`src/rtl/game_ctrl_pkg.sv`:
```
// ============================================================================
// game_ctrl_pkg: shared state encoding, index type and default game tables
// Rev 1.0
// ============================================================================
`default_nettype none
package game_ctrl_pkg;

  typedef enum logic [2:0] {
    ST_IDLE   = 3'd0,
    ST_WAIT   = 3'd1,
    ST_ACTIVE = 3'd2,
    ST_WON    = 3'd3,
    ST_OVER   = 3'd4
  } game_state_t;

  localparam int DEF_NUM_OBJ = 4;
  localparam int DEF_IDX_W   = $clog2(DEF_NUM_OBJ);
  localparam int DEF_SEQ_LEN = 8;

  typedef logic [DEF_IDX_W-1:0] obj_idx_t;

  // Slot 0 sits in the least significant field.
  localparam logic [DEF_SEQ_LEN*DEF_IDX_W-1:0] DEF_SPAWN_SEQ =
    {2'd2, 2'd0, 2'd0, 2'd1, 2'd0, 2'd2, 2'd1, 2'd0};

  localparam logic [DEF_NUM_OBJ-1:0] DEF_SCORE_PASS_M = 4'b0110;
  localparam logic [DEF_NUM_OBJ-1:0] DEF_SCORE_HIT_M  = 4'b0001;
  localparam logic [DEF_NUM_OBJ-1:0] DEF_FUEL_HIT_M   = 4'b0001;
  localparam logic [DEF_NUM_OBJ-1:0] DEF_SPEED_HIT_M  = 4'b1110;

  function automatic int max3(input int a, input int b, input int c);
    int m;
    m = (a > b) ? a : b;
    return (m > c) ? m : c;
  endfunction

endpackage
`default_nettype wire

```
`src/rtl/spawn_sequencer.sv`:
```
// ============================================================================
// spawn_sequencer: walks the spawn table and raises the level on every wrap
// Rev 1.0
// ============================================================================
`default_nettype none
module spawn_sequencer
  import game_ctrl_pkg::*;
#(
  parameter int NUM_OBJ   = DEF_NUM_OBJ,
  parameter int SEQ_LEN   = DEF_SEQ_LEN,
  parameter logic [SEQ_LEN*$clog2(NUM_OBJ)-1:0] SPAWN_SEQ = DEF_SPAWN_SEQ,
  parameter int MAX_LEVEL = 2
) (
  input  logic                           clk,
  input  logic                           reset,
  input  logic                           clear,
  input  logic                           advance,
  output logic [$clog2(NUM_OBJ)-1:0]     obj_idx,
  output logic [$clog2(MAX_LEVEL+1)-1:0] level
);

  localparam int IDX_W = $clog2(NUM_OBJ);
  localparam int LVL_W = $clog2(MAX_LEVEL + 1);
  localparam int PTR_W = (SEQ_LEN > 1) ? $clog2(SEQ_LEN) : 1;

  logic [PTR_W-1:0] seq_ptr_q, seq_ptr_d;
  logic [LVL_W-1:0] level_q, level_d;
  logic [IDX_W-1:0] seq_tbl [SEQ_LEN];

  for (genvar g = 0; g < SEQ_LEN; g++) begin : g_seq_tbl
    assign seq_tbl[g] = SPAWN_SEQ[g*IDX_W +: IDX_W];
  end

  always_comb begin
    seq_ptr_d = seq_ptr_q;
    level_d   = level_q;
    if (clear) begin
      seq_ptr_d = '0;
      level_d   = '0;
    end else if (advance) begin
      if (seq_ptr_q == PTR_W'(SEQ_LEN - 1)) begin
        seq_ptr_d = '0;
        if (level_q != LVL_W'(MAX_LEVEL)) level_d = level_q + 1'b1;
      end else begin
        seq_ptr_d = seq_ptr_q + 1'b1;
      end
    end
  end

  always_ff @(posedge clk) begin
    if (reset) begin
      seq_ptr_q <= '0;
      level_q   <= '0;
    end else begin
      seq_ptr_q <= seq_ptr_d;
      level_q   <= level_d;
    end
  end

  assign obj_idx = seq_tbl[seq_ptr_q];
  assign level   = level_q;

endmodule
`default_nettype wire

```
`src/rtl/game_spawn_scheduler.sv`:
```
// ============================================================================
// game_spawn_scheduler: spawn FSM, wait timer and registered game outputs
// Rev 1.0
// ============================================================================
`default_nettype none
module game_spawn_scheduler
  import game_ctrl_pkg::*;
#(
  parameter int NUM_OBJ     = DEF_NUM_OBJ,
  parameter int SEQ_LEN     = DEF_SEQ_LEN,
  parameter logic [SEQ_LEN*$clog2(NUM_OBJ)-1:0] SPAWN_SEQ = DEF_SPAWN_SEQ,
  parameter int START_DELAY = 6,
  parameter int WAIT_PASS   = 3,
  parameter int WAIT_HIT    = 4,
  parameter int MAX_LEVEL   = 2,
  parameter logic [NUM_OBJ-1:0] SCORE_PASS_M = DEF_SCORE_PASS_M,
  parameter logic [NUM_OBJ-1:0] SCORE_HIT_M  = DEF_SCORE_HIT_M,
  parameter logic [NUM_OBJ-1:0] FUEL_HIT_M   = DEF_FUEL_HIT_M,
  parameter logic [NUM_OBJ-1:0] SPEED_HIT_M  = DEF_SPEED_HIT_M
) (
  input  logic                           clk,
  input  logic                           reset,
  input  logic                           one_sec,
  input  logic                           enter,
  input  logic                           pause,
  input  logic                           game_over,
  input  logic                           game_won,
  input  logic                           player_req,
  input  logic [NUM_OBJ-1:0]             obj_req,
  input  logic [NUM_OBJ-1:0]             obj_passed,
  output logic [NUM_OBJ-1:0]             obj_enable,
  output logic                           spawn_pulse,
  output logic                           score_add,
  output logic                           fuel_add,
  output logic                           speed_reset,
  output logic                           idle_request,
  output logic                           win_flag,
  output logic                           over_flag,
  output logic [$clog2(MAX_LEVEL+1)-1:0] level
);

  localparam int IDX_W = $clog2(NUM_OBJ);
  localparam int TMR_W = $clog2(max3(START_DELAY, WAIT_PASS, WAIT_HIT)) + 1;
  localparam logic [TMR_W-1:0] C_START     = TMR_W'(START_DELAY);
  localparam logic [TMR_W-1:0] C_WAIT_PASS = TMR_W'(WAIT_PASS);
  localparam logic [TMR_W-1:0] C_WAIT_HIT  = TMR_W'(WAIT_HIT);

  game_state_t        state_q, state_d;
  logic [TMR_W-1:0]   timer_q, timer_d;
  logic [IDX_W-1:0]   active_idx_q, active_idx_d;
  logic [NUM_OBJ-1:0] obj_enable_q, obj_enable_d;
  logic spawn_q, spawn_d, score_q, score_d, fuel_q, fuel_d;
  logic speed_q, speed_d, idle_q, idle_d, win_q, win_d, over_q, over_d;
  logic speed_pulse, advance, seq_clear, hit, passed;
  logic [IDX_W-1:0]   seq_idx;
  logic [TMR_W-1:0]   level_ext, pass_wait;

  spawn_sequencer #(
    .NUM_OBJ   (NUM_OBJ),
    .SEQ_LEN   (SEQ_LEN),
    .SPAWN_SEQ (SPAWN_SEQ),
    .MAX_LEVEL (MAX_LEVEL)
  ) u_seq (
    .clk     (clk),
    .reset   (reset),
    .clear   (seq_clear),
    .advance (advance),
    .obj_idx (seq_idx),
    .level   (level)
  );

  assign hit    = player_req & obj_req[active_idx_q];
  assign passed = obj_passed[active_idx_q];

  // Harder levels shorten the post-pass wait, but never below one tick.
  assign level_ext = TMR_W'(level);
  assign pass_wait = (level_ext >= C_WAIT_PASS - TMR_W'(1)) ? TMR_W'(1)
                                                            : C_WAIT_PASS - level_ext;

  always_comb begin
    state_d      = state_q;
    timer_d      = timer_q;
    active_idx_d = active_idx_q;
    spawn_d      = 1'b0;
    score_d      = 1'b0;
    fuel_d       = 1'b0;
    speed_pulse  = 1'b0;
    advance      = 1'b0;
    seq_clear    = 1'b0;

    if (game_over && state_q != ST_IDLE) begin
      state_d = ST_OVER;
    end else if (game_won && state_q != ST_IDLE) begin
      state_d = ST_WON;
    end else if (!pause) begin
      case (state_q)
        ST_IDLE: begin
          if (enter) begin
            state_d = ST_WAIT;
            timer_d = C_START;
          end
        end
        ST_WAIT: begin
          // A tick landing on the spawn cycle is swallowed by the spawn.
          if (timer_q == '0) begin
            state_d      = ST_ACTIVE;
            active_idx_d = seq_idx;
            spawn_d      = 1'b1;
            advance      = 1'b1;
          end else if (one_sec) begin
            timer_d = timer_q - 1'b1;
          end
        end
        ST_ACTIVE: begin
          if (hit) begin
            state_d     = ST_WAIT;
            timer_d     = C_WAIT_HIT;
            score_d     = SCORE_HIT_M[active_idx_q];
            fuel_d      = FUEL_HIT_M[active_idx_q];
            speed_pulse = SPEED_HIT_M[active_idx_q];
          end else if (passed) begin
            state_d = ST_WAIT;
            timer_d = pass_wait;
            score_d = SCORE_PASS_M[active_idx_q];
          end
        end
        ST_WON, ST_OVER: begin
          if (enter) begin
            state_d      = ST_IDLE;
            timer_d      = C_START;
            active_idx_d = '0;
            seq_clear    = 1'b1;
          end
        end
        default: state_d = ST_IDLE;
      endcase
    end

    obj_enable_d = '0;
    if (state_d == ST_ACTIVE) obj_enable_d[active_idx_d] = 1'b1;
    speed_d = speed_pulse | (state_d == ST_WON) | (state_d == ST_OVER);
    idle_d  = (state_d == ST_IDLE);
    win_d   = (state_d == ST_WON);
    over_d  = (state_d == ST_OVER);
  end

  always_ff @(posedge clk) begin
    if (reset) begin
      state_q      <= ST_IDLE;
      timer_q      <= C_START;
      active_idx_q <= '0;
      obj_enable_q <= '0;
      spawn_q      <= 1'b0;
      score_q      <= 1'b0;
      fuel_q       <= 1'b0;
      speed_q      <= 1'b0;
      idle_q       <= 1'b1;
      win_q        <= 1'b0;
      over_q       <= 1'b0;
    end else begin
      state_q      <= state_d;
      timer_q      <= timer_d;
      active_idx_q <= active_idx_d;
      obj_enable_q <= obj_enable_d;
      spawn_q      <= spawn_d;
      score_q      <= score_d;
      fuel_q       <= fuel_d;
      speed_q      <= speed_d;
      idle_q       <= idle_d;
      win_q        <= win_d;
      over_q       <= over_d;
    end
  end

  assign obj_enable   = obj_enable_q;
  assign spawn_pulse  = spawn_q;
  assign score_add    = score_q;
  assign fuel_add     = fuel_q;
  assign speed_reset  = speed_q;
  assign idle_request = idle_q;
  assign win_flag     = win_q;
  assign over_flag    = over_q;

endmodule
`default_nettype wire

```
`config.mk`:
```
export PLATFORM = sky130hd
export DESIGN_NAME = game_spawn_scheduler
export DESIGN_NICKNAME = d
export VERILOG_FILES = /design/src/rtl/game_ctrl_pkg.sv /design/src/rtl/spawn_sequencer.sv /design/src/rtl/game_spawn_scheduler.sv
export SDC_FILE = /design/constraint.sdc
export NUM_CORES = 1
export LEC_CHECK = 0
export ABC_AREA = 1
export BUFFER_PORTS_ARGS = -buffer_cell sky130_fd_sc_hd__buf_2
export CAP_MARGIN = 0
export CELL_PAD_IN_SITES_DETAIL_PLACEMENT = 0
export CELL_PAD_IN_SITES_GLOBAL_PLACEMENT = 1
export CORE_UTILIZATION = 41
export CTS_CLUSTER_SIZE = 8
export DETAILED_ROUTE_END_ITERATION = 12
export GPL_ROUTABILITY_DRIVEN = 0
export PLACE_DENSITY = 0.79
export SLEW_MARGIN = 20
export SYNTH_ARGS = -nofsm -noshare
export SYNTH_HDL_FRONTEND = slang
export SYNTH_HIERARCHICAL = 1
export SYNTH_SLANG_ARGS = --single-unit
```
`constraint.sdc`:
```
create_clock -name clk -period 3.85 [get_ports clk]
set_input_delay 0.9625 -clock clk [delete_from_list [all_inputs] [get_ports clk]]
set_output_delay 0.9625 -clock clk [all_outputs]
set_load 0.02 [all_outputs]
```
Word level (Yosys, flattened, before mapping)
Memory sizes are Yosys's and may differ from the RTL's.
Index checks and enable logic that the tools add are counted.

storage, ports and cells
  register bits = 25
  memory bits (read-only) = 16
  bits of input ports = 16
  output and inout bits = 13
  word-level logic and storage cells = 116
  memories kept = 1

operators by class
  add/subtract/negate cells = 4
  magnitude comparators = 5
  equality and inequality tests = 13
  muxes and demuxes = 54
  bitwise logic cells = 10
  reduce and logical (&&, ||, !) cells = 16

memory list
  name              words  width  rd ports  clocked after memory_dff  write ports  line                   source
  (name not given)  8      2      1         0                         0            spawn_sequencer.sv:60  assign obj_idx = seq_tbl[seq_ptr_q];

operators by type and width
  kind                                                 number
  two-way mux 3 bit                                    9
  two-way mux 4 bit                                    6
  two-way mux 1 bit                                    23
  two-way mux 2 bit                                    7
  equality test 3 x 2 -> 1 bit, second input constant  4
  one-hot mux 3 bit (4 select lines)                   1
  one-hot mux 4 bit (3 select lines)                   1
  binary-select mux 1 bit (select 2 bit)               5
  equality test 3 bit, second input constant           3
  AND reduction 8 bit                                  1
  logical NOT 3 bit                                    2
  < comparator 2 x 3 -> 1 bit, second input constant   2
  inequality test 2 bit, second input constant         3
  inverter 1 bit                                       6
  nonzero test 3 bit                                   2
  OR reduction 2 bit                                   3
  OR reduction 6 bit                                   1
  OR reduction 5 bit                                   1
  >= comparator 4 bit, second input constant           1
  logical NOT 4 bit                                    1
  inverter 3 -> 4 bit                                  1
  one-hot mux 2 bit (2 select lines)                   1
  subtractor 4 x 1 -> 4 bit, second input constant     1
  adder 3 x 1 -> 3 bit, second input constant          1
  other kinds (13)                                     16

Longest topological paths before layout
  depth in word-level cells = 13
  gate-level depth with buffers = 13
  gate-level depth less buffers = 13

Cells and area by module
The synthesis kept the hierarchy.

modules (own cells, without submodules)
  module                instances  cells an instance  area an instance (µm²)  sequential area each (µm²)
  game_spawn_scheduler  1          171                1,138.6                 400.4
  spawn_sequencer       1          40                 324.1                   100.1

Worst setup path before layout
No wires, ideal clock.

  path kind = input to register
  from = input port obj_req[1]
  to = register speed_q (netlist: speed_reset)
  arrival time = 1.783 ns
  slack = 1.945 ns
  stages on the path = 12
  cells stage by stage = inv_1 -> nand2_1 -> nand3_1 -> nand2_1 -> nand2_2 -> nand3_2 -> nand2_1 -> nand2_1 -> nand2_1 -> nand2_1 -> nand3_1 -> nand3_1

on the way
  word-level cells in the longest chain between the ends = 11
  elaborated cells on any way between the ends = 17
  those cells by class = eq/ne (2); mux (12); bitwise (3)

ends and longest elaborated chain
  item                                         line                         source
  start, declared                              game_spawn_scheduler.sv:29   input logic [NUM_OBJ-1:0] obj_req,
  binary-select mux 1 bit (select 2 bit) (*)   game_spawn_scheduler.sv:72   assign hit = player_req & obj_req[active_idx_q];
  two-way mux 1 bit (implied by the code) (*)  game_spawn_scheduler.sv:72
  AND 1 bit (*)                                game_spawn_scheduler.sv:72
  two-way mux 3 bit                            game_spawn_scheduler.sv:115  if (hit) begin
  one-hot mux 3 bit (4 select lines)           game_spawn_scheduler.sv:96   case (state_q)
  two-way mux 3 bit                            game_spawn_scheduler.sv:95   end else if (!pause) begin
  two-way mux 3 bit                            game_spawn_scheduler.sv:93   end else if (game_won && state_q != ST_IDLE) begin
  two-way mux 3 bit                            game_spawn_scheduler.sv:91   if (game_over && state_q != ST_IDLE) begin
  equality test 3 x 2 -> 1 bit                 game_spawn_scheduler.sv:141  speed_d = speed_pulse | (state_d == ST_WON) | (state_d == ST_OVER);
  bitwise OR 1 bit                             game_spawn_scheduler.sv:141
  bitwise OR 1 bit (*)                         game_spawn_scheduler.sv:141
  end signal, assigned                         game_spawn_scheduler.sv:168  speed_q <= speed_d;
  end, declared                                game_spawn_scheduler.sv:53   logic speed_q, speed_d, idle_q, idle_d, win_q, win_d, over_q, over_d;

Every way passes the cells marked *; elsewhere a longest branch is shown, timed or not. The select of a mux whose other input is x is not followed.
A chain may end at the register's enable or synchronous reset.

Worst setup path in the final report
  from = register u_seq.level_q[1] (netlist: u_seq/level[1])
  to = output port level[1]

RTL lines
  item                    line                        source
  start, declared         spawn_sequencer.sv:27       logic [LVL_W-1:0] level_q, level_d;
  start signal, assigned  spawn_sequencer.sv:56       level_q <= level_d;
  end, declared           game_spawn_scheduler.sv:39  output logic [$clog2(MAX_LEVEL+1)-1:0] level

No word-level cell between the ends.

==> impl_metrics.env <==
export IMPL_outcome="complete, no violations"
export IMPL_dp_hpwl_mm=2.43
export IMPL_synth_area_mm2=0.00146
export IMPL_cp_required_ps=2890
export IMPL_place_area_mm2=0.00166
export IMPL_hold_viol=0
export IMPL_wl_per_cell_um=10.5
export IMPL_yosys_most_used_dff="dfxtp_1"
export IMPL_postCtsSetupBuffers=0
export IMPL_holdPathStages=2
export IMPL_cts_made_buffers=3
export IMPL_boundaryPins=29
export IMPL_placed_cells=284
export IMPL_crit_family="flip-flops"
export IMPL_worst_path_max_fanout=4
export IMPL_dieArea_mm2=0.00381
export IMPL_drc_errors=0
export IMPL_grt_pass1_wl_mm=4.82
export IMPL_first_pass_iters=4
export IMPL_root_buffer="clkbuf_4"
export IMPL_cts_resized=0
export IMPL_antenna_left=0
export IMPL_rrSetupSlack_ps=2170
export IMPL_overflow=0
export IMPL_reg2reg_to="obj_enable[3]$_SDFF_PP0_"
export IMPL_slowest_stage="dfxtp_1"
export IMPL_antenna_found_initial=0
export IMPL_hold_slack_ps=496
export IMPL_yosysMostFrequentCell="nand2_1"
export IMPL_synth_edf_count=0
export IMPL_layout_nets=267
export IMPL_avgSynthCellArea_um2=6.93
export IMPL_tritoncts="yes"
export IMPL_initial_core_util_pct=43.2
export IMPL_peakVddDrop_v=0.000173
export IMPL_p_total_uw=705
export IMPL_fmax_ghz=0.532
export IMPL_holdPathEnd="timer_q[2]$_SDFFE_PP1P_"
export IMPL_max_slew_worst_pin_slew_ps=350
export IMPL_clkSlewWorstSetupHoldPaths_ps=140
export IMPL_die_y_um=61.7
export IMPL_vias=1338
export IMPL_final_core_util_pct=49.7
export IMPL_start_kind="flip-flop"
export IMPL_powerDensity_mw_per_mm2=419
export IMPL_hold_start="timer_q[2]$_SDFFE_PP1P_"
export IMPL_core_mm2=0.00339
export IMPL_p_leak_nw=0.836
export IMPL_fin_setup_tns_ps=0
export IMPL_yosys_warnings=6
export IMPL_hold_class="reg -> reg"
export IMPL_port_buffer_count=28
export IMPL_post_synth_inst_count=211
export IMPL_crit_arrival_ps=920
export IMPL_place_ws_ps=1610
export IMPL_grt_pass1_vias=1133
export IMPL_drt_wl_total_mm=3.04
export IMPL_stdcell_count=288
export IMPL_rsz0062_at_grt="false"
export IMPL_grt_usage_pct=17.3
export IMPL_clk_path_buf_depth=2
export IMPL_htree_levels=1
export IMPL_first_iter_violations=74
export IMPL_nFillCells=369
export IMPL_ys_seq_area_share_pct=34.2
export IMPL_insertedDiodeCount=0
export IMPL_crit_path_end_kind="primary output"
export IMPL_clock_latency_ps=330
export IMPL_drive_gt1_share_pct=23.6
export IMPL_synth_area_leaders="dfxtp_1 34%, nand2_1 12%, nor2_1 8.0%, inv_1 7.7%, ha_1 6.8%"
export IMPL_yosysUniqueCellTypes=27
export IMPL_slew_headroom_pct=76.5
export IMPL_path_buf_inv=1
export IMPL_async_reset_ff_share_pct=0
export IMPL_cts_sinks=25
export IMPL_critical_path_class="reg -> out"
export IMPL_slowest_delay_ps=410
export IMPL_final_area_mm2=0.00168
export IMPL_yosys_area_top_type="dfxtp_1"
export IMPL_setup_viol=0
export IMPL_viasPerCell=4.65
export IMPL_areaGrowthSynthToFinish_pct=15.1
export IMPL_crit_chain="buf_2"
export IMPL_max_cap_viol_count=0
export IMPL_synthesis_nets=235
export IMPL_setup_slack_ps=1970
export IMPL_hold_buffers=0
export IMPL_core_rowCount=21
export IMPL_grt_start_max_net_pins=15
export IMPL_post_synth_top_area_fraction_pct=34.2
export IMPL_drv_slew=0
export IMPL_r2r_start="timer_q[0]$_SDFFE_PP0P_"
export IMPL_r2r_cells=10
export IMPL_finalCriticalPeriod_ps=1880
export IMPL_fin_crit_sh_pct=48.9
export IMPL_ys_top_cells_by_count="47 x nand2_1, 31 x nor2_1, 30 x inv_1"
export IMPL_finClkSkew_ps=9.57
export IMPL_die_w_um=61.7
export IMPL_ys_ff_latch=25
## layout make-up
type | count | area (um2) | area share, %
Inverter | 33 | 124 | 7.36
Sequential cell | 25 | 500 | 29.7
Timing Repair Buffer | 28 | 140 | 8.32
Clock buffer | 3 | 22.5 | 1.34
Tap cell | 46 | 57.6 | 3.42
Clock inverter | 1 | 5.00 | 0.297
Multi-Input combinational cell | 152 | 835 | 49.6
## layout by cell type (no fill, tap or decap), types with 2 or more instances in the layout
| cell | n |
|---|---|
| nand2_1 | 47 |
| nor2_1 | 31 |
| inv_1 | 30 |
| buf_2 | 28 |
| dfxtp_1 | 25 |
| nand3_1 | 15 |
| a21oi_1 | 12 |
| ha_1 | 8 |
| nor2_2 | 4 |
| nor3_1 | 4 |
| nand3_2 | 4 |
| o21ai_0 | 4 |
| inv_2 | 3 |
| nor2_4 | 3 |
| o21ai_1 | 3 |
| clkbuf_4 | 3 |
| nand2_4 | 2 |
| nand2_2 | 2 |
| a21oi_2 | 2 |
| nand4_1 | 2 |
| mux2_2 | 2 |
## sequential cells by signal, summed over array words and instances (netlist names), 2 cells and up
name,flops
u_seq/seq_ptr_q,3
obj_enable,4
u_seq/level,2
timer_q,4
state_q,3
active_idx_q,2
## power breakdown
| part | total (mW) | leakage [nW] | switching [mW] | internal [mW] |
|---|---|---|---|---|
| combinational | 0.279 | 0.616 | 0.181 | 0.0980 |
| sequential | 0.305 | 0.203 | 0.0186 | 0.287 |
| clock | 0.121 | 0.0177 | 0.0817 | 0.0390 |
| total | 0.705 | 0.836 | 0.282 | 0.424 |
## worst register-to-register path, stage by stage (launching register included)
cell,delay [ps]
dfxtp_1,340
inv_1,90
ha_1,200
nand3_1,130
nor2_2,150
inv_2,70
nor2_4,230
nand2_2,90
a21oi_2,150
nand3_1,110
nor2_1,90
## worst max-delay path by stage
stage / startpoint / to / depth (start not counted)
6_report: u_seq/level[1]$_SDFFE_PP0P_ / level[1] / 1
5_1_grt: obj_req[3] / obj_enable[2]$_SDFF_PP0_ / 12
4_1_cts: u_seq/level[1]$_SDFFE_PP0P_ / level[1] / 1
3_5_place_dp: obj_req[3] / obj_enable[2]$_SDFF_PP0_ / 12
3_3_place_gp: obj_req[1] / obj_enable[2]$_SDFF_PP0_ / 12
2_1_floorplan: obj_req[1] / speed_reset$_SDFF_PP0_ / 12
## logic make-up (layout without fill, tap and decap cells)
group | after synthesis | in the layout | share of synthesized area [%]
compound gates | 26 | 26 | 11.0
simple gates | 116 | 116 | 37.6
mux | 2 | 2 | 1.54
fa+ha+maj | 8 | 8 | 6.84
buf+inv | 34 | 65 | 8.73
flops | 25 | 25 | 34.2
## routing by layer
| layer | share of wire, % | GRT usage [%] |
|---|---|---|
| met1 | 53 | 24.9 |
| met2 | 41 | 25.8 |
| met3 | 4.6 | 3.11 |
| met4 | 1.4 | 6.67 |
| met5 | 0 | 0 |
No activity file was read; power rests on OpenSTA's default activity.
